**src/rtl/periph_burst_reader.sv**
```systemverilog
// periph_burst_reader: drains the granted peripheral RX FIFO in bounded bursts.
// Each word is tagged with its source ID and offered on a valid/ready port.
// read_periph_data pulses at the end of every burst so the arbiter can move on.
module periph_burst_reader #(
   parameter int NUM_PERIPH = 8,
   parameter int ID_W       = 3,
   parameter int DATA_W     = 32,
   parameter int MAX_BURST  = 16
) (
   input  logic                         clk,
   input  logic                         rst,
   input  logic [ID_W-1:0]              grant,
   input  logic [NUM_PERIPH-1:0]        rx_fifo_empty,
   input  logic [NUM_PERIPH*DATA_W-1:0] rx_fifo_dout,
   output logic [NUM_PERIPH-1:0]        rx_fifo_rd_en,
   output logic                         read_periph_data,
   output logic [DATA_W-1:0]            tx_data,
   output logic [ID_W-1:0]              tx_id,
   output logic                         tx_valid,
   input  logic                         tx_ready,
   output logic                         busy
);

   localparam int CNT_W = $clog2(MAX_BURST + 1);
   localparam logic [NUM_PERIPH-1:0] ONE_HOT_0 = NUM_PERIPH'(1);
   localparam logic [CNT_W-1:0] BURST_LAST = CNT_W'(MAX_BURST);

   typedef enum logic [2:0] {
      IDLE    = 3'd0,
      READ    = 3'd1,
      WAIT    = 3'd2,
      SEND    = 3'd3,
      RELEASE = 3'd4,
      SETTLE  = 3'd5
   } state_t;

   state_t                  state_q;
   logic [ID_W-1:0]         sel_q;
   logic [CNT_W-1:0]        count_q;
   logic [CNT_W-1:0]        count_d;
   logic [DATA_W-1:0]       data_q;
   logic [ID_W-1:0]         id_q;
   logic                    valid_q;
   logic [NUM_PERIPH-1:0]   rd_en_q;
   logic                    release_q;

   // Per-FIFO view of the flattened read-data bus
   logic [DATA_W-1:0]       dout_arr [NUM_PERIPH];

   genvar gi;
   generate
      for (gi = 0; gi < NUM_PERIPH; gi++) begin : g_dout
         assign dout_arr[gi] = rx_fifo_dout[gi*DATA_W +: DATA_W];
      end
   endgenerate

   logic                    grant_empty;
   logic                    sel_empty;
   logic [DATA_W-1:0]       sel_dout;
   logic                    accept;

   assign grant_empty = rx_fifo_empty[grant];
   assign sel_empty   = rx_fifo_empty[sel_q];
   assign sel_dout    = dout_arr[sel_q];
   assign accept      = valid_q && tx_ready;
   assign count_d     = count_q + 1'b1;

   // Burst FSM; all strobes and the TX port are registered here
   always_ff @(posedge clk) begin
      if (rst) begin
         state_q   <= IDLE;
         sel_q     <= '0;
         count_q   <= '0;
         data_q    <= '0;
         id_q      <= '0;
         valid_q   <= 1'b0;
         rd_en_q   <= '0;
         release_q <= 1'b0;
      end else begin
         // Single-cycle strobes default low
         rd_en_q   <= '0;
         release_q <= 1'b0;
         case (state_q)
            IDLE: begin
               // Grant is only honoured here; it is latched for the whole burst
               if (!grant_empty) begin
                  sel_q   <= grant;
                  rd_en_q <= ONE_HOT_0 << grant;
                  state_q <= READ;
               end
            end
            READ: begin
               state_q <= WAIT;
            end
            WAIT: begin
               // FIFO data is valid the cycle after the pop strobe
               data_q  <= sel_dout;
               id_q    <= sel_q;
               valid_q <= 1'b1;
               state_q <= SEND;
            end
            SEND: begin
               if (accept) begin
                  valid_q <= 1'b0;
                  count_q <= count_d;
                  // Empty check here guarantees no pop is ever issued to an empty FIFO
                  if ((count_d == BURST_LAST) || sel_empty) begin
                     release_q <= 1'b1;
                     state_q   <= RELEASE;
                  end else begin
                     rd_en_q <= ONE_HOT_0 << sel_q;
                     state_q <= READ;
                  end
               end
            end
            RELEASE: begin
               count_q <= '0;
               state_q <= SETTLE;
            end
            SETTLE: begin
               // Gives the arbiter's registered grant a cycle to update
               state_q <= IDLE;
            end
            default: begin
               state_q <= IDLE;
            end
         endcase
      end
   end

   assign rx_fifo_rd_en    = rd_en_q;
   assign read_periph_data = release_q;
   assign tx_data          = data_q;
   assign tx_id            = id_q;
   assign tx_valid         = valid_q;
   assign busy             = (state_q != IDLE);

endmodule

```
**config.mk**
```make
export PLATFORM = sky130hd
export DESIGN_NAME = periph_burst_reader
export DESIGN_NICKNAME = d
export VERILOG_FILES = /design/src/rtl/periph_burst_reader.sv
export SDC_FILE = /design/constraint.sdc
export NUM_CORES = 1
export LEC_CHECK = 0
export CAP_MARGIN = 30
export CORE_AREA = 2 2 122 124
export DETAILED_ROUTE_END_ITERATION = 10
export DIE_AREA = 0 0 124 126
export PLACE_DENSITY_LB_ADDON = 0.3
export SYNTH_ARGS = -nofsm -noshare
export SYNTH_HDL_FRONTEND = slang
export SYNTH_SLANG_ARGS = --single-unit
```
**constraint.sdc**
```tcl
create_clock -name clk -period 1.8 [get_ports clk]
set_clock_uncertainty 0.05 [all_clocks]
set_input_delay 0.36 -clock clk [delete_from_list [all_inputs] [get_ports clk]]
set_output_delay 0.36 -clock clk [all_outputs]
set_load 0.005 [all_outputs]
```
==> results of run 1 <==
## state kept, by name (all words and copies together), names as in the netlist
| register | cells |
|---|---|
| rx_fifo_rd_en | 8 |
| sel_q | 3 |
| tx_id | 3 |
| tx_data | 32 |
| tx_valid | 1 |
| read_periph_data | 1 |
| count_q | 5 |
| state_q | 3 |
## per-layer routing
layer	part of all wire (%)	GRT usage (%)
met4	1.5	4.16
met2	53	39.4
met5	0	0
met1	36	23.0
met3	9.9	6.57
## worst min-delay path, stage by stage (launching register included)
cell     delay, ns
dfxtp_1       0.31
nand2_1       0.05
a21oi_1       0.05
## synthesized netlist by cell type (2+ instances only)
library cell  count  share of area, %
and3b_1           2              0.42
clkbuf_1         10              0.90
mux2i_1          39               9.3
o21ai_0           3              0.36
buf_1             3              0.27
nor3_1            2              0.24
dfxtp_1          56                27
o22ai_1           6              0.90
nor3b_1           2              0.36
o32ai_1           2              0.42
buf_4             6               1.1
and2_1            2              0.30
mux2_2            3              0.81
nand3_1           2              0.24
a211oi_1         32               5.7
a21oi_1           8              0.96
nand2_1          13               1.2
buf_2            15               1.8
nor2b_1           2              0.30
o211ai_1          2              0.36
xnor2_1           4              0.84
mux4_2           65                35
nand2b_1         11               1.6
nor2_1           40               3.6
o221ai_1          2              0.42
## where the power goes
group / total [mW] / switching [mW] / internal (mW)
registers: 1.45 / 0.0905 / 1.36
clock network: 0.991 / 0.469 / 0.522
logic: 2.06 / 0.725 / 1.33
## cell families (layout without fill, tap and decap cells)
kind of cell | after synthesis | count (layout) | synth area share, %
mux | 107 | 107 | 45.1
simple gates | 89 | 89 | 11.4
compound gates | 64 | 64 | 11.0
flops | 56 | 56 | 26.8
buf+inv | 37 | 348 | 4.51
xor+xnor | 4 | 4 | 0.837
fa+ha+maj | 1 | 1 | 0.299
other cells | 0 | 1 | 0
## through the flow
step	cell area [sq um]	total power, mW
floorplan	4190	2.47
global placement	7650	3.53
detailed placement	7650	3.56
CTS	7800	4.56
global route	7820	4.77
finish	7820	4.50
## final cells by class
type                    instances  area [sq um]
clock buffers                   5           125
clock inverters                 3          22.5
flip-flops and latches         56          1130
diodes                          1          2.50
repair buffers                339          3410
fillers                      1263          6490
inverters                       1          3.75
well taps                     184           230
multi-input cells             265          2890
## final timing paths
check / from / endpoint / cells past startpoint
worst max-delay path: rx_fifo_empty[3] / rx_fifo_rd_en[0] / 4
worst min-delay path: tx_id[0] / tx_id[0] / 2
worst max register to register: sel_q[0] / tx_data[24] / 4
worst min register to register: tx_id[0] / tx_id[0] / 2
## what timing repair did
item / CTS / global route
setup endpoints to repair: 12 / 7
resized for setup: 9 / 5
pin swaps: 1 / 2
==> reports/qor.txt, run 1 <==
Netlist Area Pre-Place -> 4190 sq um
CP arrival -> 1.91 ns
Inst Count DP -> 845
Final Hold Violating Endpoints -> 0
cell count after synthesis -> 358
clk_lat worst skew -> 0.29 ns
Pre-antenna DRT Iters -> 4
post-synthesis cell type count -> 51
chip width -> 124 um
CP max-delay cell -> or4_4
RSZ-0062 raised after global routing -> false
final setup vio count -> 0
Tmin final -> 1.76 ns
share of cells above drive strength 1 -> 17.8%
outcome -> finished, final reports clean
synthesized net count -> 629
Post-synth EDFFs -> 0
Sink Count -> 56
Post-layout nets -> 939
critical path class -> in -> reg
pwr dens -> 576 nW/um^2
cts bufs inserted -> 5
vias in the first global route -> 4684
via count -> 4323
WL final -> 17.1 mm
clock slew at reported path FFs -> 0.08 ns
Max Cap Viol -> 0
residual DRC count -> 0
Die H -> 126 um
Cell Chain, Critical Path -> clkdlybuf4s50_1, mux4_2, or4_4, o32ai_1
initial antenna violation count -> 1
Tcrit/Tclk final -> 97.6%
pre-CTS WS -> -0.439 ns
Initial Utilization -> 29.2%
Slew Viols, Final -> 0
Hold Slack -> 0.409 ns
Syn Area/Cell -> 11.7 sq um
relative slew slack -> 72.0%
Worst setup EP type -> flip-flop
overall routing resource usage -> 21.0%
TritonCTS clock tree -> done
sequential fraction of the synthesis area -> 26.8%
ys async rst share -> 0%
post-route ant nets -> 0
synth warn -> 0
DRT iter0 DRCs -> 209
setup TNS -> 0 ns
worst hold path type -> reg -> reg
Final HPWL DP -> 14.5 mm
post-CTS setup buffers -> 0
fmax -> 569 MHz
CTS max path bufs -> 2
Crit path largest cell delay -> 0.51 ns
CP top delay family -> simple AND/OR/NAND/NOR gates
hold_buf cts -> 0
Syn-to-layout area delta -> 86.9%
Worst EP required -> 1.95 ns
Placer Congestion -> 0.896
Finished Layout Cells -> 854
Worst-Margin Slew -> 0.419 ns
startpoint types -> input port
Rows -> 44
routed vias/inst -> 5.06
Root Buffer -> clkbuf_16
Port Buf Inserts -> 315
most common cell after layout, fill and taps aside -> clkdlybuf4s50_1
prevailing post-synth register cell -> dfxtp_1
pin count of the biggest net entering global routing -> 50
die area -> 15600 sq um
CP Max Fanout -> 4
IO Count -> 316
GRT Residual Overflow -> 0
H-Tree Depth -> 2
WL/cell -> 20.0 um
commonest non-fill, non-tap cells in the layout -> clkdlybuf4s50_1 (309), mux4_2 (65), dfxtp_1 (51)
Yosys reg bits -> 56
final core utilization -> 54.6%
core area -> 14300 sq um
setup slack, reg-to-reg -> 0.14 ns
Worst VDD drop -> 0.000452 V
Static Leak -> 2.62 nW
CP Buf/Inv Count -> 1
PnR worst setup slack -> 0.0427 ns
first-pass GRT wire length -> 25.4 mm
No activity file was read; power rests on OpenSTA's default activity.
==> run 2: changes to the inputs <==
Settings changed: ABC_AREA set to 1, CORE_AREA 2 2 122 124 to 2 2 124 126, DIE_AREA 0 0 124 126 to 0 0 126 128.
==> run 2 against run 1 <==
  * Critical endpoint is now busy
  * First-iteration DRC count grew 50%
  * Largest power group unchanged
  * Fmax grew 5.1%
  * Setup slack gained 0.085 ns
  * Largest cell class unchanged
==> reports/qor.txt, run 2 <==
synth warn -> 0 (unchanged)
Worst-Margin Slew -> 0.404 ns (-0.0159 ns)
Pwr Total -> 5.47 mW (+22%)
DRT iter0 DRCs -> 313 (+50%)
clock slew at reported path FFs -> 0.08 ns (about the same)
Netlist Area Pre-Place -> 4120 sq um (-1.6%)
Slew Viols, Final -> 0 (unchanged)
Net Switching -> 1.98 mW (+54%)
WL final -> 19.5 mm (+14%)
outcome -> finished, final reports clean
Reg area -> 1130 sq um (-0.66%)
Sink Count -> 56 (unchanged)
TritonCTS clock tree -> done
top cell type's share of synthesized area -> 30.9% (-4.1 points)
Tcrit/Tclk final -> 92.9% (-4.7 points)
Syn Area/Cell -> 5.85 sq um (-50%)
Inst Count DP -> 1194 (+41%)
overall routing resource usage -> 22.8% (+1.8 points)
Critical Path Source -> state_q[0]
PnR worst setup slack -> 0.127 ns (+0.0846 ns)
most common cell after layout, fill and taps aside -> nand2_1
CTS max path bufs -> 2 (unchanged)
Synth area leaders -> nand2_1 (31%), dfxtp_1 (27%), a22oi_1 (12%), nand4_1 (6.7%), nand3_1 (5.7%)
H-Tree Depth -> 2 (unchanged)
DR WL met3 -> 1.23 mm (-27%)
Tmin final -> 1.67 ns (-0.0846 ns)
final setup vio count -> 0 (unchanged)
met2 WL post-DR -> 9.54 mm (+6.3%)
Max Cap Viol -> 0 (unchanged)
prevailing post-synth register cell -> dfxtp_1
max reg flops -> 32 (unchanged)
filler cell count -> 1506 (+19%)
most numerous cell in the Yosys netlist -> nand2_1
Rows -> 45 (+2.3%)
Final Hold Violating Endpoints -> 0 (unchanged)
Root Buffer -> clkbuf_16
Sequential Power Share -> 27.3% (-5.0 points)
Worst VDD drop -> 0.000596 V (+32%)
Switching Share -> 36.1% (+7.6 points)
Final HPWL DP -> 15.2 mm (+4.2%)
Worst EP required -> 1.39 ns (-0.56 ns)
RSZ-0062 raised after global routing -> false
Syn-to-layout area delta -> 90.1%
post-CTS setup buffers -> 0 (unchanged)
Post-layout nets -> 1284 (+37%)
Initial Utilization -> 27.7% (-1.5 points)
Post-synth EDFFs -> 0 (unchanged)
post-synthesis cell type count -> 21 (-59%)
WL/cell -> 16.2 um (-19%)
die area -> 16100 sq um (+3.2%)
Die H -> 128 um (+1.6%)
met1 WL -> 8.41 mm (+37%)
final core utilization -> 52.7% (-2.0 points)
R2R Path Start -> count_q[0]
Port Buf Inserts -> 315 (unchanged)
setup slack, reg-to-reg -> 0.16 ns (+0.02 ns)
via count -> 5774 (+34%)
residual DRC count -> 0 (unchanged)
initial antenna violation count -> 0 (-1)
Clock Power Share -> 20.4% (-1.6 points)
synthesized net count -> 975 (+55%)
sequential fraction of the synthesis area -> 27.2% (+0.44 points)
commonest non-fill, non-tap cells in the layout -> nand2_1 (339), clkdlybuf4s50_1 (314), a22oi_1 (64)
cell count after synthesis -> 704 (+97%)
Static Leak -> 3.36 nW (+28%)
critical path class -> reg -> out
clk_lat worst skew -> 0.29 ns (about the same)
chip width -> 126 um (+1.6%)
Worst setup EP type -> output port
hold_buf cts -> 0 (unchanged)
reg-to-reg critical path endpoint -> rx_fifo_rd_en[2]
fmax -> 598 MHz (+5.1%)
combinational power share -> 52.4% (+6.7 points)
core area -> 14900 sq um (+3.8%)
IO Count -> 316 (unchanged)
first-pass GRT wire length -> 29.7 mm (+17%)
antenna cell count -> 0 (-1)
pwr dens -> 699 nW/um^2 (+21%)
startpoint types -> flip-flop
CP Capture Point -> busy
CP arrival -> 1.26 ns (-0.65 ns)
Placer Congestion -> 0.890 (-0.63%)
Post-synth top cells -> nand2_1 (339), a22oi_1 (64), dfxtp_1 (56)
Finished Layout Cells -> 1202 (+41%)
cts bufs inserted -> 5 (unchanged)
pin count of the biggest net entering global routing -> 36 (-28%)
Int Pwr -> 3.50 mW (+8.6%)
vias in the first global route -> 5446 (+16%)
Reg2Reg Depth -> 9 (+5)
relative slew slack -> 72.8% (+0.78 points)
Top Metal Used -> met4
Multi-input gate area -> 2600 sq um (-10%)
worst hold path type -> reg -> reg
Yosys reg bits -> 56 (unchanged)
pre-CTS WS -> -0.104 ns (+0.335 ns)
Pre-antenna DRT Iters -> 4 (unchanged)
share of cells above drive strength 1 -> 5.82% (-12 points)
CP Max Fanout -> 4 (unchanged)
GRT Residual Overflow -> 0 (unchanged)
ys async rst share -> 0% (unchanged)
leading area contributor after synthesis -> nand2_1
routed vias/inst -> 4.80 (-5.1%)
post-route ant nets -> 0 (unchanged)
==> run 2: cell count changes in the layout (fill, tap and decap cells not counted), sizes merged, moves of 7 or more <==
cell,delta
mux2i,-39
a21oi,+13
o21ai,+7
nor2,-21
nand2b,-11
mux4,-65
a22oi,+64
nand3,+45
nand4,+43
inv,+53
a211oi,-32
o22ai,-7
nand2,+328
==> run 2: worst min-delay path by stage <==
stage | to | startpoint | cells past startpoint
after detailed placement | count_q[2] | count_q[2] | 2
after CTS | count_q[2] | count_q[2] | 2
after global routing | tx_valid | tx_valid | 2
after floorplan | count_q[2] | count_q[2] | 2
after global placement | tx_valid | tx_valid | 2
final | count_q[2] | count_q[2] | 2
==> run 2: power by group through the flow <==
| stage | clock, mW | combinational [mW] | sequential [mW] |
|---|---|---|---|
| after floorplan | 0 | 1.38 | 1.52 |
| after detailed placement | 0 | 2.88 | 1.52 |
| after global placement | 0 | 2.89 | 1.51 |
| final | 1.12 | 2.87 | 1.49 |
| after global routing | 1.19 | 3.16 | 1.51 |
| after CTS | 1.15 | 2.89 | 1.49 |
==> run 2: cell families after synthesis <==
kind of cell               Yosys count  synth area share (%)
buffers and inverters               97                  10.2
DFF                                 56                  27.2
AOI/OAI and AO/OA                   97                  15.7
adders and majority gates            1                 0.304
and+or+nand+nor                    453                  46.6
==> run 2: through the flow <==
| stage | hold WS (ns) | TNS [ns] | area (sq um) |
|---|---|---|---|
| CTS | 0.447 | 0 | 7820 |
| global placement | 0.422 | -0.542 | 7650 |
| finish | 0.446 | 0 | 7830 |
| detailed placement | 0.435 | -0.963 | 7650 |
| global route | 0.460 | 0 | 7830 |
| floorplan | 0.412 | 0 | 4120 |
==> run 2: timing repair <==
action / 4_1_cts / 5_1_grt
endpoints found under the setup margin: 1 / 10
gates cloned: 0 / 0
gates resized for setup: 4 / 4
==> run 2: layout make-up <==
cell class	count	area share, %
timing repair buffer	344	44.6
sequential	56	14.4
clock buffer	5	1.60
clock inverter	3	0.543
tap	188	3.00
inverter	55	2.64
multi-input combinational	551	33.2
==> run 2: worst max-delay path: stages (launching register included) <==
cell and delay, ns:
dfxtp_4 0.36, nor2_1 0.10, inv_1 0.08, nor2_2 0.12, inv_1 0.05, dlygate4sd2_1 0.26
==> run 2: layer usage <==
layer,global-route usage (%),up-vias
met1,28.5,2605
li1,-,2946
met4,5.04,0
met3,4.34,23
met5,0,-
met2,40.9,200
